==> config.mk <==
export PLATFORM = sky130hd
export DESIGN_NAME = pulse_width_decoder
export DESIGN_NICKNAME = d
export VERILOG_FILES = /design/src/rtl/pulse_width_decoder.sv
export SDC_FILE = /design/constraint.sdc
export NUM_CORES = 1
export LEC_CHECK = 0
export BUFFER_PORTS_ARGS = -buffer_cell sky130_fd_sc_hd__buf_2
export CAP_MARGIN = 20
export CORE_MARGIN = 3
export CORE_UTILIZATION = 40
export CTS_BUF_LIST = sky130_fd_sc_hd__clkbuf_8
export DETAILED_ROUTE_END_ITERATION = 10
export MAX_ROUTING_LAYER = met4
export PLACE_DENSITY = 0.68
export SYNTH_ARGS = -nofsm -noshare
export SYNTH_HDL_FRONTEND = slang
export SYNTH_SLANG_ARGS = --single-unit
==> constraint.sdc <==
create_clock -name clk -period 1.7 [get_ports clk]
set_input_delay 0.17 -clock clk [delete_from_list [all_inputs] [get_ports clk]]
set_output_delay 0.17 -clock clk [all_outputs]
set_load 0.01 [all_outputs]
==> src/rtl/pulse_width_decoder.sv <==
// Measures the high time of an asynchronous pulse in clk cycles and reports it
// with a one-cycle valid strobe plus short/long/overflow classification.
module pulse_width_decoder #(
  parameter int COUNT_WIDTH = 5,
  parameter int MIN_WIDTH   = 2,
  parameter int MAX_WIDTH   = 20
) (
  input  logic                   clk,
  input  logic                   reset,
  input  logic                   pulse_in,
  output logic [COUNT_WIDTH-1:0] width,
  output logic                   valid,
  output logic                   too_short,
  output logic                   too_long,
  output logic                   overflow,
  output logic                   busy
);

  typedef enum logic [1:0] {
    ST_WAIT_LOW = 2'd0,
    ST_IDLE     = 2'd1,
    ST_MEASURE  = 2'd2,
    ST_OVERFLOW = 2'd3
  } state_t;

  localparam logic [COUNT_WIDTH-1:0] CNT_MAX = {COUNT_WIDTH{1'b1}};
  localparam logic [COUNT_WIDTH-1:0] MIN_W   = COUNT_WIDTH'(MIN_WIDTH);
  localparam logic [COUNT_WIDTH-1:0] MAX_W   = COUNT_WIDTH'(MAX_WIDTH);
  localparam logic [COUNT_WIDTH-1:0] CNT_ONE = COUNT_WIDTH'(1);

  state_t                 state_q, state_d;
  logic                   sync1_q, sync1_d;
  logic                   sync2_q, sync2_d;
  logic                   prev_q, prev_d;
  logic [COUNT_WIDTH-1:0] count_q, count_d;
  logic [COUNT_WIDTH-1:0] width_q, width_d;
  logic                   valid_q, valid_d;
  logic                   too_short_q, too_short_d;
  logic                   too_long_q, too_long_d;
  logic                   overflow_q, overflow_d;
  logic                   busy_q, busy_d;
  logic                   rise_s, fall_s;

  assign rise_s = sync2_q & ~prev_q;
  assign fall_s = ~sync2_q & prev_q;

  // Next-state and result computation
  always_comb begin
    sync1_d     = pulse_in;
    sync2_d     = sync1_q;
    prev_d      = sync2_q;
    state_d     = state_q;
    count_d     = count_q;
    width_d     = width_q;
    valid_d     = 1'b0;
    too_short_d = too_short_q;
    too_long_d  = too_long_q;
    overflow_d  = overflow_q;
    case (state_q)
      ST_WAIT_LOW: begin
        if (!sync2_q) begin
          state_d = ST_IDLE;
        end else begin
          state_d = ST_WAIT_LOW;
        end
      end
      ST_IDLE: begin
        if (rise_s) begin
          count_d = CNT_ONE;
          state_d = ST_MEASURE;
        end else begin
          state_d = ST_IDLE;
        end
      end
      ST_MEASURE: begin
        // A fall wins over saturation, so width=max with a fall is a normal report
        if (fall_s) begin
          width_d     = count_q;
          valid_d     = 1'b1;
          overflow_d  = 1'b0;
          too_short_d = (count_q < MIN_W);
          too_long_d  = (count_q > MAX_W);
          state_d     = ST_IDLE;
        end else if (sync2_q && (count_q == CNT_MAX)) begin
          width_d     = CNT_MAX;
          valid_d     = 1'b1;
          overflow_d  = 1'b1;
          too_long_d  = 1'b1;
          too_short_d = 1'b0;
          state_d     = ST_OVERFLOW;
        end else if (sync2_q) begin
          count_d = count_q + CNT_ONE;
        end else begin
          state_d = ST_MEASURE;
        end
      end
      ST_OVERFLOW: begin
        if (fall_s) begin
          state_d = ST_IDLE;
        end else begin
          state_d = ST_OVERFLOW;
        end
      end
      default: begin
        state_d = ST_WAIT_LOW;
      end
    endcase
    busy_d = (state_d == ST_MEASURE) || (state_d == ST_OVERFLOW);
  end

  // State and output registers; synchronizer resets high to skip partial pulses
  always_ff @(posedge clk or posedge reset) begin
    if (reset) begin
      sync1_q     <= 1'b1;
      sync2_q     <= 1'b1;
      prev_q      <= 1'b1;
      state_q     <= ST_WAIT_LOW;
      count_q     <= '0;
      width_q     <= '0;
      valid_q     <= 1'b0;
      too_short_q <= 1'b0;
      too_long_q  <= 1'b0;
      overflow_q  <= 1'b0;
      busy_q      <= 1'b0;
    end else begin
      sync1_q     <= sync1_d;
      sync2_q     <= sync2_d;
      prev_q      <= prev_d;
      state_q     <= state_d;
      count_q     <= count_d;
      width_q     <= width_d;
      valid_q     <= valid_d;
      too_short_q <= too_short_d;
      too_long_q  <= too_long_d;
      overflow_q  <= overflow_d;
      busy_q      <= busy_d;
    end
  end

  assign width     = width_q;
  assign valid     = valid_q;
  assign too_short = too_short_q;
  assign too_long  = too_long_q;
  assign overflow  = overflow_q;
  assign busy      = busy_q;

endmodule

; Yosys cells after proc, flatten, opt, wreduce, memory -nomap -nowiden
; Cells that the tools add are included.
[op_classes]
n_bitwise = 4
mux = 22
order_cmp = 2
n_addsub = 1
n_reduce_logical = 7
n_eq_ne = 10
[op_table]
columns = cell, n
row1 = 5-bit 2-to-1 mux, 6
row2 = 2-bit 2-to-1 mux, 5
row3 = 5-bit case mux with 2 select lines, 1
row4 = 1-bit 2-to-1 mux, 9
row5 = "2-bit == test, second input constant", 4
row6 = "2-bit inequality test, second input constant", 4
row7 = 2-bit case mux with 4 select lines, 1
row8 = "5-bit by 1-bit adder with 5-bit output, second input constant", 1
row9 = "5-bit == test, second input constant", 1
row10 = "5-bit greater-than comparator, second input constant", 1
row11 = "5-bit by 2-bit less-than comparator with 1-bit output, second input constant", 1
row12 = 5-bit AND reduction, 1
row13 = 2-bit nonzero test, 2
row14 = 1-bit AND, 2
row15 = "2-bit by 1-bit == test with 1-bit output, second input constant", 1
row16 = 2-bit logical NOT, 1
row17 = 1-bit inverter, 2
row18 = 2-bit AND reduction, 1
row19 = 1-bit logical AND, 1
row20 = 1-bit logical OR, 1
[totals]
reg_bits = 20
inputBits = 3
out_inout_bits = 10
word_cells = 57

; Depth between registers and ports, before layout
[logic_depth]
depth_word = 7
ltp_mapped = 6

; Worst setup path after synthesis
; No wires, ideal clock.
[synth_path]
path_kind = reg-to-reg
startpoint = register count_q[0]
endpoint = register count_q[3]
arrival_ns = 1.700
stages_incl_launch_ff = 7
required_ns = 1.623
setup_ns = 0.077
path_buffers = 0
path_slack_ns = -0.077
path_cell_list = dfrtp_1 > ha_1 > and3_1 > ha_1 > nand4bb_1 > or3_1 > a21oi_1
[synth_via]
elab_chain_len = 5
elab_cells_between_ends = 9
[synth_rtl]
columns = element, line
row1 = from (decl), 35  ; logic [COUNT_WIDTH-1:0] count_q, count_d;
row2 = from (signal assigned), 130  ; count_q <= count_d;
row3 = 5-bit by 1-bit adder with 5-bit output, 92  ; count_d = count_q + CNT_ONE;
row4 = 5-bit 2-to-1 mux, 91  ; end else if (sync2_q) begin
row5 = 5-bit 2-to-1 mux, 84  ; end else if (sync2_q && (count_q == CNT_MAX)) begin
row6 = 5-bit 2-to-1 mux, 77  ; if (fall_s) begin
row7 = 5-bit case mux with 2 select lines, 59  ; case (state_q)
; Several ways; a longest one is shown, not always the timed one. The select of a mux whose other input is x is not followed.
; A chain may end at the register's enable or synchronous reset.

; Worst setup path in the final report
; Same ends and word-level chain as after synthesis.

==> key figures <==
Clock network
  • H-tree Lvls: 1
  • Clk slew on worst S/H paths: roughly 0.07 ns
  • Setup Fix Bufs, Post-CTS: 0
  • Clk root buf: clkbuf_8
  • Clock Sinks: 20
  • Clk_lat worst skew: 0.25 ns
  • CTS tree: done
  • Number of buffers on the longest clock path: 2
  • CTS buffer count: 3

Final layout
  • Area growth syn-to-layout: 23.3%
  • Area of the multi-input gates: about 420 um2
  • Final net count: about 110
  • Reg area: ~500 um2
  • Ant diodes: 0
  • Share of cells above drive strength 1: approximately a third
  • Filler cell count: approximately 180

Placement
  • # port buffers: 12
  • GPL Wtd Cong: 0.747
  • Post-DP HPWL: 1200 um

Logic synthesis
  • Dominant cells by area after synthesis: dfrtp_1 46%, dfstp_2 8.5%, or3_1 5.4%
  • Yosys top cell area share: between 40% and 50%
  • Sequential fraction of the synthesis area: a little over half
  • Synth Area per Inst: approximately 12 um2
  • Syn Nets: 85
  • Mapped Cells: 80
  • Largest area contributor in the synthesized netlist: dfrtp_1
  • Synth cell types: 30
  • Yosys warnings: 0
  • Yosys reg bits: 20
  • Post-Syn Area: about 920 um2

Setup path
  • Critical path origin: count_q[0]
  • CP Capture Type: flip-flop
  • Critical Setup Path Class: reg -> reg
  • Worst Setup Start Kind: flip-flop
  • RR Startpoint: count_q[0]
  • Maximum fanout along the worst path: 4
  • CP arrival: 1.84 ns
  • Critical Path RT: 1.88 ns

Pwr
  • Leakage: ~0.48 nW
  • Sequential power share: 47.5%
  • Maximum vdd drop: around 700 uV
  • Comb power frac: between 20% and 30%
  • Power Internal: approximately 1.0 mW
  • Pwr dens: 1290 nW/um2
  • Sw Ratio: between 20% and 30%
  • Clock network power share: roughly a quarter
  • Net Switching: ~440 uW

Global route
  • First-pass GRT wire length: between 2000 and 3000 um
  • GRT Total Usage: between 10% and 20%
  • Vias in the first global route: approximately 660
  • Initial antenna violation count: 0
  • Congestion Overflow GR: 0
  • Largest net degree at the start of global routing: 21

Timing
  • Fin. Hold Viols: 0
  • Final min period: 1.66 ns
  • Worst slew pin tran: between 0.7 and 0.8 ns
  • Clock Skew: ~0.0034 ns
  • RSZ-0062 raised after global routing: true
  • Setup violators final: 0
  • Setup_tns: 0 ns
  • Final hold slack: approximately 0.025 ns
  • Fmax: around 600 MHz
  • Fin crit share: between 90% and 100%
  • Slew Limit Fails: 0
  • Relative slew slack: 51.4%

Route
  • Residual DRC: 0
  • Vias: 682
  • Drt initial violations: 8
  • Routed Antenna Nets: 0
  • Wire length per cell: around 14 um
  • Final wirelength: around 1800 um
  • First-pass iteration count of the detailed router: 4
  • Via density: ~5.4

Floorplan
  • Die Y: around 54 um
  • IO Pins: 13
  • Core ar.: 2060 um2
  • Initial core utilization: about 45%
  • Core Rows: 16
  • Die X: ~54 um
  • DIE AREA: 2920 um2

Job
  • Max-cap viol count: 0

Worst hold path
  • HP Class: in -> async

Status
  • Status: finished clean
## worst paths after layout
path,end,slack (ns),depth (start not counted)
worst min-delay path,width[4],0.03,2
min in group clk,prev_d,0.36,0
worst max-delay path,count_q[3],0.04,6
worst min register to register,prev_d,0.36,0
max in group asynchronous,count_q[1],1.22,2
worst max register to register,count_q[3],0.04,6
## timing repair
action / in CTS / in global routing
gates cloned: 0 / 0
pin swaps: 0 / 1
setup endpoints to repair: 2 / 4
resized for setup: 3 / 2
hold endpoints to repair: 1 / 0
hold buffers: 1 / 0
## power by group through the flow
stage / clock network (mW) / logic, mW / registers, mW
after CTS: 0.371 / 0.419 / 0.695
after global routing: 0.388 / 0.464 / 0.719
after floorplan: 0 / 0.207 / 0.736
after global placement: 0 / 0.396 / 0.691
after detailed placement: 0 / 0.405 / 0.700
final: 0.352 / 0.416 / 0.695
## logic make-up (layout without fill, tap and decap cells)
logic type,Yosys count,count (layout),synth area share (%)
AOI/OAI and AO/OA,26,26,19.7
adders and majority gates,2,2,2.71
buffers and inverters,9,28,4.89
DFF,20,20,54.7
muxes,2,2,2.71
and+or+nand+nor,21,21,15.3
## cell type report
| class | instances | area share [%] |
|---|---|---|
| tap | 27 | 2.97 |
| sequential | 20 | 44.3 |
| multi-input combinational | 51 | 36.7 |
| clock buffer | 4 | 4.84 |
| inverter | 7 | 2.31 |
| timing repair buffer | 17 | 8.80 |
## registers in the layout, indices dropped and copies added, names as in the netlist
| signal | count |
|---|---|
| state_q | 2 |
| prev_d | 1 |
| too_long | 1 |
| count_q | 5 |
| sync1_q | 1 |
| overflow | 1 |
| busy | 1 |
| valid | 1 |
| too_short | 1 |
| width | 5 |
| prev_q | 1 |
## cells in the final DEF, fill, tap and decap left out, drive strengths merged
master / synthesis / layout
a211oi: 1 / 1
a21o: 1 / 1
a21oi: 8 / 8
a22o: 1 / 1
and3: 1 / 1
and4bb: 2 / 2
buf: 2 / 16
clkbuf: 0 / 4
dfrtp: 17 / 17
dfstp: 3 / 3
dlygate4sd3: 0 / 1
ha: 2 / 2
inv: 7 / 7
mux2: 1 / 1
mux2i: 1 / 1
nand2: 1 / 1
nand2b: 2 / 2
nand3: 2 / 2
nand4bb: 1 / 1
nor2: 1 / 1
nor2b: 1 / 1
nor3: 2 / 2
o2111ai: 1 / 1
o211ai: 1 / 1
o21a: 5 / 5
o21ai: 5 / 5
o2bb2ai: 2 / 2
o32a: 1 / 1
or3: 8 / 8
## per-stage QoR
stage	cell area [um2]	worst slack, ns	utilization (%)	std cells	power, mW
after floorplan	927	0.0293	-	80	0.942
after global placement	1030	0.0705	50.1	121	1.09
after CTS	1120	0.00971	54.4	126	1.48
after detailed placement	1030	-0.0211	50.1	121	1.11
after global routing	1140	-0.0263	55.2	126	1.57
final	1140	0.0382	55.2	126	1.46
## worst max-delay path, stage by stage (launching register included)
cell and delay [ns]:
dfrtp_1 0.38, ha_2 0.19, and3_4 0.18, ha_4 0.16, nand4bb_4 0.20, or3_1 0.33
a21oi_1 0.15
## per-layer routing
metal  up-vias  share of wire (%)  GRT usage, %
li1        331                  -             -
met2        15                 49          23.0
met1       334                 45          17.5
met4         0               0.80          6.22
met5         -                  0             -
met3         2                5.4          5.82
## cells in the mapped netlist
cell type  instances
nand3_1            2
a22o_1             1
o211ai_1           1
buf_4              1
nor2b_1            1
dfstp_2            3
dfrtp_1           17
a21oi_1            7
and4bb_2           2
or3_1              8
nor2_1             1
buf_6              1
mux2_4             1
a21oi_4            1
inv_1              7
o21ai_0            5
nand2b_2           1
a21o_1             1
ha_1               2
nor3_1             2
o2111ai_1          1
o32a_1             1
nand4bb_1          1
mux2i_1            1
and3_1             1
a211oi_1           1
o2bb2ai_1          2
nand2_1            1
o21a_1             5
nand2b_1           1
(Power assumes the default switching activity.)
